File: config.mk
export PLATFORM = sky130hd
export DESIGN_NAME = ppa_sub_pipe_32bits
export DESIGN_NICKNAME = d
export VERILOG_FILES = /design/src/rtl/ppa_pkg.sv /design/src/rtl/ppa_black_cell.sv /design/src/rtl/ppa_sub_pipe_32bits.sv
export SDC_FILE = /design/constraint.sdc
export NUM_CORES = 1
export LEC_CHECK = 0
export ABC_AREA = 0
export CORE_AREA = 2 2 148 150
export DETAILED_ROUTE_END_ITERATION = 10
export DIE_AREA = 0 0 150 152
export DONT_BUFFER_PORTS = 1
export PLACE_DENSITY = 0.54
export SLEW_MARGIN = 20
export SYNTH_ARGS = -nofsm -noshare
export SYNTH_HDL_FRONTEND = slang
export SYNTH_SLANG_ARGS = --single-unit
File: constraint.sdc
create_clock -name clk -period 4.4 [get_ports clk]
set_input_delay 0.66 -clock clk [delete_from_list [all_inputs] [get_ports clk]]
set_output_delay 0.66 -clock clk [all_outputs]
set_load 0.005 [all_outputs]
File: src/rtl/ppa_pkg.sv
// ppa_pkg: shared types and prefix-tree wiring helpers for the pipelined prefix subtractor.
// Flag bits in the stage payloads exist only when PPA_SUB_FLAGS_EN is defined.
package ppa_pkg;
    localparam int PPA_WIDTH     = 32;
    localparam int PPA_LEVELS    = 5;
    localparam int PPA_S2_LEVELS = 3;

    typedef struct packed {
        logic g;
        logic p;
    } gp_t;

    typedef struct packed {
        gp_t [PPA_WIDTH-1:0] gp;
        logic                cin;
`ifdef PPA_SUB_FLAGS_EN
        logic                a31;
        logic                b31;
`endif
    } s1_t;

    typedef struct packed {
        gp_t [PPA_WIDTH-1:0]  gp;
        logic [PPA_WIDTH-1:0] p;
        logic                 cin;
`ifdef PPA_SUB_FLAGS_EN
        logic                 a31;
        logic                 b31;
`endif
    } s2_t;

    typedef struct packed {
        logic [PPA_WIDTH-1:0] d;
        logic                 bout;
`ifdef PPA_SUB_FLAGS_EN
        logic                 z;
        logic                 n;
        logic                 v;
`endif
    } s3_t;

    // Levels 1..PPA_LEVELS build prefixes on odd bits; level PPA_LEVELS+1 fixes up even bits.
    function automatic bit lf_hit(input int l, input int i);
        if (l > PPA_LEVELS) return (i % 2 == 0) && (i > 0);
        return (i % 2 == 1) && (l == 1 || ((i >> (l - 1)) & 1) == 1);
    endfunction

    function automatic int lf_src(input int l, input int i);
        return (l == 1 || l > PPA_LEVELS) ? i - 1 : ((i >> (l - 1)) << (l - 1)) - 1;
    endfunction
endpackage

File: src/rtl/ppa_black_cell.sv
// ppa_black_cell: prefix combine of a high group (gi, pi) with the adjacent low group (gj, pj).
module ppa_black_cell (
    input  logic gi,
    input  logic pi,
    input  logic gj,
    input  logic pj,
    output logic g,
    output logic p
);
    assign g = gi | (pi & gj);
    assign p = pi & pj;
endmodule

File: src/rtl/ppa_sub_pipe_32bits.sv
// ppa_sub_pipe_32bits: 3-stage Ladner-Fischer subtractor D = A - B - Bin with valid/ready on both sides.
// Define PPA_SUB_FLAGS_EN to add registered Z/N/V flag outputs.
module ppa_sub_pipe_32bits
    import ppa_pkg::*;
#(
    parameter int WIDTH = PPA_WIDTH
) (
    input  logic             clk,
    input  logic             rst_n,
    input  logic             in_valid,
    output logic             in_ready,
    input  logic [WIDTH-1:0] A,
    input  logic [WIDTH-1:0] B,
    input  logic             Bin,
    output logic             out_valid,
    input  logic             out_ready,
    output logic [WIDTH-1:0] D,
`ifdef PPA_SUB_FLAGS_EN
    output logic             Z,
    output logic             N,
    output logic             V,
`endif
    output logic             Bout
);
    logic v1, v2, v3, en1, en2, en3;
    s1_t  s1_d, s1_q;
    s2_t  s2_d, s2_q;
    s3_t  s3_d, s3_q;
    logic [WIDTH-1:0] c;
    // t[0..3]: tree levels before the s2 register, t[4..7]: after it (t[7] = full prefixes)
    gp_t [WIDTH-1:0] t [0:PPA_LEVELS+2];

    assign en3      = ~v3 | out_ready;
    assign en2      = ~v2 | en3;
    assign en1      = ~v1 | en2;
    assign in_ready = en1;

    always_comb begin
        s1_d = '0;
        for (int k = 0; k < WIDTH; k++) s1_d.gp[k] = '{g: A[k] & ~B[k], p: A[k] ~^ B[k]};
        s1_d.cin = ~Bin;
`ifdef PPA_SUB_FLAGS_EN
        s1_d.a31 = A[WIDTH-1];
        s1_d.b31 = B[WIDTH-1];
`endif
    end

    assign t[0]               = s1_q.gp;
    assign t[PPA_S2_LEVELS+1] = s2_q.gp;

    for (genvar l = 1; l <= PPA_LEVELS + 1; l++) begin : g_lvl
        localparam int o = l <= PPA_S2_LEVELS ? l : l + 1;
        for (genvar i = 0; i < WIDTH; i++) begin : g_bit
            if (lf_hit(l, i)) begin : g_cell
                ppa_black_cell u_cell (
                    .gi(t[o-1][i].g),
                    .pi(t[o-1][i].p),
                    .gj(t[o-1][lf_src(l, i)].g),
                    .pj(t[o-1][lf_src(l, i)].p),
                    .g (t[o][i].g),
                    .p (t[o][i].p)
                );
            end else begin : g_pass
                assign t[o][i] = t[o-1][i];
            end
        end
    end

    always_comb begin
        s2_d     = '0;
        s2_d.gp  = t[PPA_S2_LEVELS];
        for (int k = 0; k < WIDTH; k++) s2_d.p[k] = s1_q.gp[k].p;
        s2_d.cin = s1_q.cin;
`ifdef PPA_SUB_FLAGS_EN
        s2_d.a31 = s1_q.a31;
        s2_d.b31 = s1_q.b31;
`endif
    end

    always_comb begin
        for (int k = 0; k < WIDTH; k++) c[k] = t[PPA_LEVELS+2][k].g | (t[PPA_LEVELS+2][k].p & s2_q.cin);
        s3_d      = '0;
        s3_d.d    = s2_q.p ^ {c[WIDTH-2:0], s2_q.cin};
        s3_d.bout = ~c[WIDTH-1];
`ifdef PPA_SUB_FLAGS_EN
        s3_d.z    = ~|s3_d.d;
        s3_d.n    = s3_d.d[WIDTH-1];
        s3_d.v    = (s2_q.a31 ^ s2_q.b31) & (s2_q.a31 ^ s3_d.d[WIDTH-1]);
`endif
    end

    always_ff @(posedge clk or negedge rst_n) begin
        if (!rst_n) begin
            v1   <= 1'b0;
            v2   <= 1'b0;
            v3   <= 1'b0;
            s1_q <= '0;
            s2_q <= '0;
            s3_q <= '0;
        end else begin
            if (en1) v1 <= in_valid;
            if (en2) v2 <= v1;
            if (en3) v3 <= v2;
            if (en1 && in_valid) s1_q <= s1_d;
            if (en2 && v1) s2_q <= s2_d;
            if (en3 && v2) s3_q <= s3_d;
        end
    end

    assign out_valid = v3;
    assign D         = s3_q.d;
    assign Bout      = s3_q.bout;
`ifdef PPA_SUB_FLAGS_EN
    assign Z         = s3_q.z;
    assign N         = s3_q.n;
    assign V         = s3_q.v;
`endif
endmodule

# Word level (Yosys, flattened, before mapping)
# Cells that the tools add are included.
[classes]
reduce_logical = 3
eq_ne = 0
n_addsub = 0
bitwise = 358
shifts = 0
magnitude_cmp = 0
n_mux = 0
div_mod_pow = 0
multipliers = 0
[op_table]
columns = ["operator", "count"]
rows = [
  ["bitwise AND 1 bit", 190],
  ["OR 1 bit", 98],
  ["inverter 1 bit", 37],
  ["bitwise XNOR 1 bit", 32],
  ["bitwise XOR 32 bit", 1],
  ["logical AND 1 bit", 3],
]
[word_totals]
input_bits = 69
n_memories = 0
rom_bits = 0
mem_bits_rw = 0
latch_bits = 0
output_inout_bits = 35
ff_bits = 198

# Longest topological paths before layout
# Gate-level depths: netlist of run 1.
[logic_depth]
word_depth = 8
ltp_mapped = 7

# Hierarchy
# From an unflattened synthesis of run 1, not the netlist that was laid out.
[hier_totals]
hier_cells = 646
hier_area_um2 = 8979.9
[by_module_without_submodules]
columns = ["mod", "n_inst", "cells_each", "area_each_um2", "seq_area_each_um2"]
rows = [
  ["ppa_sub_pipe_32bits", 1, 520, 8034.0, 4554.4],
  ["ppa_black_cell", 63, 2, 15.0, 0.0],
]

# Worst setup path after synthesis of run 1
# No wires, ideal clock.
[synth_timing]
path_kind = "input port to flip-flop"
start = "input out_ready"
end = "register s2_q[19] (netlist bit)"
t_required_ps = 4275
stages = 5
path_slack_ps = 2596
setup_ps = 125
arrival_ps = 1680
cell_sequence = "nand3b_1 nand2_2 buf_2 buf_4 mux2_2"
[synth_between]
elab_chain_cells = 3
[synth_lines]
columns = ["item", "line_no", "text"]
rows = [
  ["from (decl)", "ppa_sub_pipe_32bits.sv:16", "input logic out_ready,"],
  ["OR 1 bit", "ppa_sub_pipe_32bits.sv:33", "assign en3 = ~v3 | out_ready;"],
  ["OR 1 bit", "ppa_sub_pipe_32bits.sv:34", "assign en2 = ~v2 | en3;"],
  ["logical AND 1 bit", "ppa_sub_pipe_32bits.sv:105", "if (en2 && v1) s2_q <= s2_d;"],
  ["to (signal assigned)", "ppa_sub_pipe_32bits.sv:98", "s2_q <= '0;"],
  ["to (signal assigned)", "ppa_sub_pipe_32bits.sv:105", ""],
  ["to (decl)", "ppa_sub_pipe_32bits.sv:27", "s2_t s2_d, s2_q;"],
]
# No other way between the ends.
# A chain may end at the register's enable or synchronous reset.

# Final worst setup path of run 1
[layout_timing]
start = "register v2"
end = "register s1_q[29] (netlist bit)"
[layout_between]
elab_chain_cells = 4
[layout_lines]
columns = ["item", "line_no", "text"]
rows = [
  ["from (decl)", "ppa_sub_pipe_32bits.sv:25", "logic v1, v2, v3, en1, en2, en3;"],
  ["from (signal assigned)", "ppa_sub_pipe_32bits.sv:102", "if (en2) v2 <= v1;"],
  ["inverter 1 bit", "ppa_sub_pipe_32bits.sv:34", ""],
  ["OR 1 bit", "ppa_sub_pipe_32bits.sv:34", ""],
  ["OR 1 bit", "ppa_sub_pipe_32bits.sv:35", "assign en1 = ~v1 | en2;"],
  ["via in_ready", "ppa_sub_pipe_32bits.sv:11", "output logic in_ready,"],
  ["logical AND 1 bit", "ppa_sub_pipe_32bits.sv:104", "if (en1 && in_valid) s1_q <= s1_d;"],
  ["to (signal assigned)", "ppa_sub_pipe_32bits.sv:97", "s1_q <= '0;"],
  ["to (signal assigned)", "ppa_sub_pipe_32bits.sv:104", ""],
  ["to (decl)", "ppa_sub_pipe_32bits.sv:26", "s1_t s1_d, s1_q;"],
]
# The timed path passes the listed nets, and every way through them passes these cells.

==> out/qor.yml, run 1 <==
grt_max_degree: 183
port_buffers: 0
layout-area-overhead-vs-synth_pct: 9.81
cts_tree: "built"
pwr-share-seq_pct: 49.8
ir_drop_mv: 0.245
cts_buffer_depth: 2
core.rowCount: 54
h-tree-depth: 4
cts_resized: 0
syn_inst: 690
antenna_found_initial: 0
post-cts-setup-buffers: 0
synth_area_um2: 8340
cts_buffers: 17
p_int_w: 0.00359
synth_top_area_share_pct: 54.6
start_util_pct: 39.1
post-synth-top-count-cell: "dfrtp_1"
stdcell_area_um2: 9160
grt_pass1_wl_mm: 27.3
core-area_um2: 21400
crit_required_ps: 4710
seq_area_um2: 4550
synthMuxAreaShare_pct: 15.9
place_area_um2: 8530
ys_seq_area_share_pct: 54.6
multi_input_area_um2: 3490
path_max_fanout: 36
critPathCaptureType: "register"
drive_gt1_share_pct: 22.7
numPlacedInstances: 943
syn_avg_cell_area_um2: 12.1
worstPathArrival_ps: 2840
setup_tns_ps: 0
drc: 0
synth-simple-area-share_pct: 9.15
synth_cell_type_count: 46
synth-compound-area-share_pct: 9.66
finalNonFillerCells: 975
max_slew_margin_pct: 32.2
cts_root_buf: "clkbuf_16"
fp.dieH_um: 152
dieArea_um2: 22800
via_per_inst: 5.18
synth_fa_ha_area_share_pct: 4.95
final_nets: 784
critical_path_class: "register to register"
drt-total-wl_mm: 16.1
routedWlPerCell_um: 16.5
track_usage_pct: 15.0
max_slew.worst_pin.slew_ps: 1020
synth_xor_area_share_pct: 2.00
io_pins: 104
setup_viol: 0
synth_flop_cell: "dfrtp_1"
yosys_register_bits: 182
p_switching_w: 0.00151
comb_power_share_pct: 18.5
diodes: 0
max_freq_ghz: 0.395
firstDrtPassIters: 4
die_w_um: 150
grt_pass1_vias: 5286
gp_congestion: 0.758
status: "finished, violations left"
synth-async-reset-ratio_pct: 100
min_path_type: "input pin to async pin"
ys.warnings.count: 0
fill_cells: 2069
post-route-min-period_ps: 2530
clkPwrFrac_pct: 31.7
synth_top_cell_by_area: "dfrtp_1"
synth_edf_count: 0
dr.first_iter.drc_count: 224
clk_latency_ps: 430
ys_top_cells_by_area: "dfrtp_1 (55%), mux2_2 (15%), ha_1 (5.0%), nand2_1 (3.6%), o21ai_0 (3.2%)"
path_clk_slew_ps: 80
fin_crit_sh_pct: 57.5
p_per_area_nw_per_um2: 556
synth_top_family_by_area: "multiplexers"
numClockSinks: 182
drv_slew: 0
cap_viol_max_count: 0
fin_skew_ps: 17.1
startpoint_type: "register"
hold_viol: 182
synth_common_cells: "dfrtp_1 (182), mux2_2 (114), nand2_1 (81)"
ant_nets: 0
p_sw_share_pct: 29.6
rsz0062_at_grt: "false"
fin_hold_ws_ps: -73.4
grt-ovfl-total: 0
synth_nets: 792
violations: "negative hold slack"
power.leakage_nw: 4.14
dp_hpwl_mm: 11.2
vias: 5052
## worst max-delay path, stage by stage, from the launching register on
cell      delay (ps)
dfrtp_1          570
nand4b_1         250
nand2_2          600
buf_4            540
mux2_2           390
## logic make-up (layout without fill, tap and decap cells)
logic type | after synthesis | after routing
DFF | 182 | 182
and+or+nand+nor | 154 | 154
adders and majority gates | 33 | 33
xor gates and xnor gates | 19 | 19
buffers and inverters | 63 | 68
muxes | 118 | 118
AOI/OAI and AO/OA | 121 | 121
## per-layer routing
metal,share of wire [%],global-route usage (%)
met1,46,20.1
met2,48,23.7
met3,4.2,3.96
met4,1.9,4.90
met5,0,0
## layout make-up
cell class	count	share of cell area, %
inverters	34	1.39
flip-flops and latches	182	49.7
clock buffers	19	4.73
repair buffers	2	0.164
well taps	280	3.83
clock inverters	13	2.09
multi-input cells	445	38.1
## sequential cells by signal, indices dropped and copies added (netlist names)
signal     count
s2_q          81
s1_q          65
v1             1
Bout           1
D             32
out_valid      1
v2             1
## cell usage in the layout, fill, tap and decap left out, drive strengths merged, types with 4 or more instances in the layout
master	netlist	final
inv	34	38
clkbuf	3	19
or3	8	8
xor2	9	9
nand3	14	14
a211oi	9	9
mux2	114	114
and2	4	4
nand4	4	4
mux2i	4	4
ha	33	33
o31ai	10	10
xnor2	10	10
a2111o	4	4
nand2b	6	6
nor2	9	9
nor3	6	6
nand4b	10	10
a21oi	12	12
bufinv	0	4
a21o	10	10
nand2	82	82
o21ai	54	54
o221ai	4	4
dfrtp	182	182
## per-stage QoR
| stage | utilization, % | setup WS (ps) | power [W] |
|---|---|---|---|
| after floorplan | - | 2600 | 0.00323 |
| after global placement | 39.9 | 1750 | 0.00349 |
| after detailed placement | 39.9 | 1720 | 0.00355 |
| after CTS | 42.9 | 1830 | 0.00517 |
| after global routing | 42.9 | 1610 | 0.00541 |
| final | 42.9 | 1870 | 0.00509 |
## power groups by stage
stage                     clock network, W  logic (W)  registers [W]
final                              0.00161   0.000943        0.00254
after global routing               0.00172    0.00107        0.00262
after CTS                          0.00165   0.000962        0.00255
after detailed placement                 0   0.000960        0.00259
after global placement                   0   0.000924        0.00257
after floorplan                          0   0.000826        0.00241
## final timing paths
check	from	endpoint	slack, ps	cells past startpoint
worst max-delay path	v2	s1_q[29]	1870	4
worst min-delay path	rst_n	s1_q[43]	-70	0
worst max register to register	v2	s1_q[29]	1870	4
worst min register to register	s2_q[39]	s2_q[39]	480	2
max in group asynchronous	rst_n	s2_q[39]	4200	0
min in group clk	Bin	s1_q[0]	350	1
Note: power is estimated with default switching activity, not from simulation.
==> inputs of run 2 (changes only) <==
- clock period: 4.4 -> 2.6 ns (I/O delays scaled with it)
==> run 2 against run 1 <==
The flow still finishes with violations (negative hold slack). Flip-flop and latch count is the same. Final area is essentially flat. Final cell count grew 0.41%. Non-clock buffer count grew 4. First-iteration DRC count grew 13%. Maximum frequency grew 24%. Combinational power grew 71%. Clock power grew 57%.
==> out/qor.yml, run 2 (same netlist as run 1, synthesis figures left out) <==
max_freq_ghz: 0.489  # +24%
setup_viol: 0  # unchanged
fin_total_pwr_w: 0.00843  # +66%
dr.first_iter.drc_count: 253  # +13%
p_int_w: 0.00574  # +60%
seq_area_um2: 4550  # unchanged
firstDrtPassIters: 4  # unchanged
core-area_um2: 21400  # unchanged
crit_chain: "nand3b_1 > nand2_4 > buf_12 > or3_1 > o21ai_0"
worstPathArrival_ps: 2400  # -440 ps
drt-total-wl_mm: 16.2  # +0.62%
path_delay_family: "simple AND/OR/NAND/NOR gates"
critPathCaptureType: "register"
violations: "negative hold slack"
layout_commonest_cell: "dfrtp_1"
max_slew.worst_pin.slew_ps: 704  # -312 ps
cts_buffers: 17  # unchanged
mostFrequentLayoutCells: "dfrtp_1 (182), mux2_2 (114), nand2_1 (79)"
port_buffers: 0  # unchanged
grt-ovfl-total: 0  # unchanged
max_slew_margin_pct: 52.9  # +21 points
vias: 5085  # +0.65%
clkPwrFrac_pct: 29.9  # -1.8 points
clk_latency_ps: 430  # about the same
post-route-min-period_ps: 2050  # -483 ps
cts_tree: "built"
cts_buffer_depth: 2  # unchanged
via_per_inst: 5.19  # +0.24%
grt_pass1_wl_mm: 27.4  # +0.56%
drc: 0  # unchanged
dieArea_um2: 22800  # unchanged
path_max_fanout: 47  # +31%
fill_cells: 2017  # -2.5%
max_stage_delay_ps: 510  # -90 ps
critical_path_class: "register to register"
dp_hpwl_mm: 11.2  # +0.59%
comb_power_share_pct: 19.1  # +0.6 points
fin_crit_sh_pct: 78.7  # +21 points
p_switching_w: 0.00269  # +78%
fin_hold_ws_ps: -341  # -268 ps
fin_skew_ps: 11.1  # -6.06 ps
drv_slew: 0  # unchanged
h-tree-depth: 4  # unchanged
routedWlPerCell_um: 16.6  # +0.21%
ir_drop_mv: 0.342  # +39%
layout-area-overhead-vs-synth_pct: 9.84  # about the same
cap_viol_max_count: 0  # unchanged
p_sw_share_pct: 31.9  # +2.3 points
io_pins: 104  # unchanged
track_usage_pct: 15.1  # +0.13 points
drive_gt1_share_pct: 23.5  # +0.73 points
post-cts-setup-buffers: 0  # unchanged
diodes: 0  # unchanged
min_path_type: "input pin to async pin"
gp_congestion: 0.775  # +2.3%
startpoint_type: "register"
cp_slowest_cell: "dfrtp_1"
antenna_found_initial: 0  # unchanged
setup_tns_ps: 0  # unchanged
fp.dieH_um: 152  # unchanged
cts_resized: 0  # unchanged
r2r_start: "v2"
pwr-share-seq_pct: 51.0  # +1.2 points
largest_reg_flops: 81  # unchanged
cp-startpoint: "v2"
ant_nets: 0  # unchanged
core.rowCount: 54  # unchanged
die_w_um: 150  # unchanged
cts_root_buf: "clkbuf_16"
hold_viol: 182  # unchanged
path_clk_slew_ps: 70  # about the same
rsz0062_at_grt: "false"
p_per_area_nw_per_um2: 920  # +66%
power.leakage_nw: 4.16  # +0.41%
crit_buf_inv: 1  # unchanged
largest-register: "s2_q"
status: "finished, violations left"
grt_max_degree: 183  # unchanged
start_util_pct: 39.1  # unchanged
grt_pass1_vias: 5256  # -0.57%
crit_required_ps: 2950  # -1760 ps
numClockSinks: 182  # unchanged
multi_input_area_um2: 3480  # -0.14%
final_nets: 788  # +0.51%
==> run 2: routing by layer <==
layer / wire, um / global-route usage (%)
met4: 454 / 6.60
met3: 802 / 4.05
met1: 7420 / 20.0
met5: 0 / 0
met2: 7550 / 23.4
==> run 2: layout make-up <==
| class | instances | share of cell area, % |
|---|---|---|
| Clock inverter | 15 | 1.65 |
| Multi-Input combinational cell | 445 | 38.0 |
| Clock buffer | 17 | 4.64 |
| Timing Repair Buffer | 6 | 0.765 |
| Inverter | 34 | 1.39 |
| Sequential cell | 182 | 49.7 |
| Tap cell | 280 | 3.82 |
==> run 2: power by group through the flow <==
stage	Sequential [W]	Combinational [W]	Clock (W)
floorplan	0.00407	0.00140	0
global placement	0.00435	0.00158	0
detailed placement	0.00438	0.00163	0
CTS	0.00433	0.00164	0.00259
global route	0.00444	0.00183	0.00272
finish	0.00430	0.00161	0.00252
==> run 2: metrics by stage <==
stage / std cells / hold WS, ps / worst slack (ps) / area [um2] / utilization, %
floorplan: 690 / 94.4 / 1070 / 8340 / -
global placement: 947 / 103 / 620 / 8580 / 40.2
detailed placement: 947 / 103 / 557 / 8580 / 40.2
CTS: 979 / -371 / 553 / 9160 / 42.9
global route: 979 / -367 / 344 / 9160 / 42.9
finish: 979 / -341 / 553 / 9160 / 42.9
==> run 2: worst paths after layout <==
check	endpoint	slack [ps]	cells after the start
max	s2_q[63]	550	5
min	s1_q[44]	-340	0
max reg2reg	s2_q[63]	550	5
min reg2reg	s1_q[0]	490	2
max in group asynchronous	s2_q[32]	2650	0
min in group clk	s1_q[0]	60	1
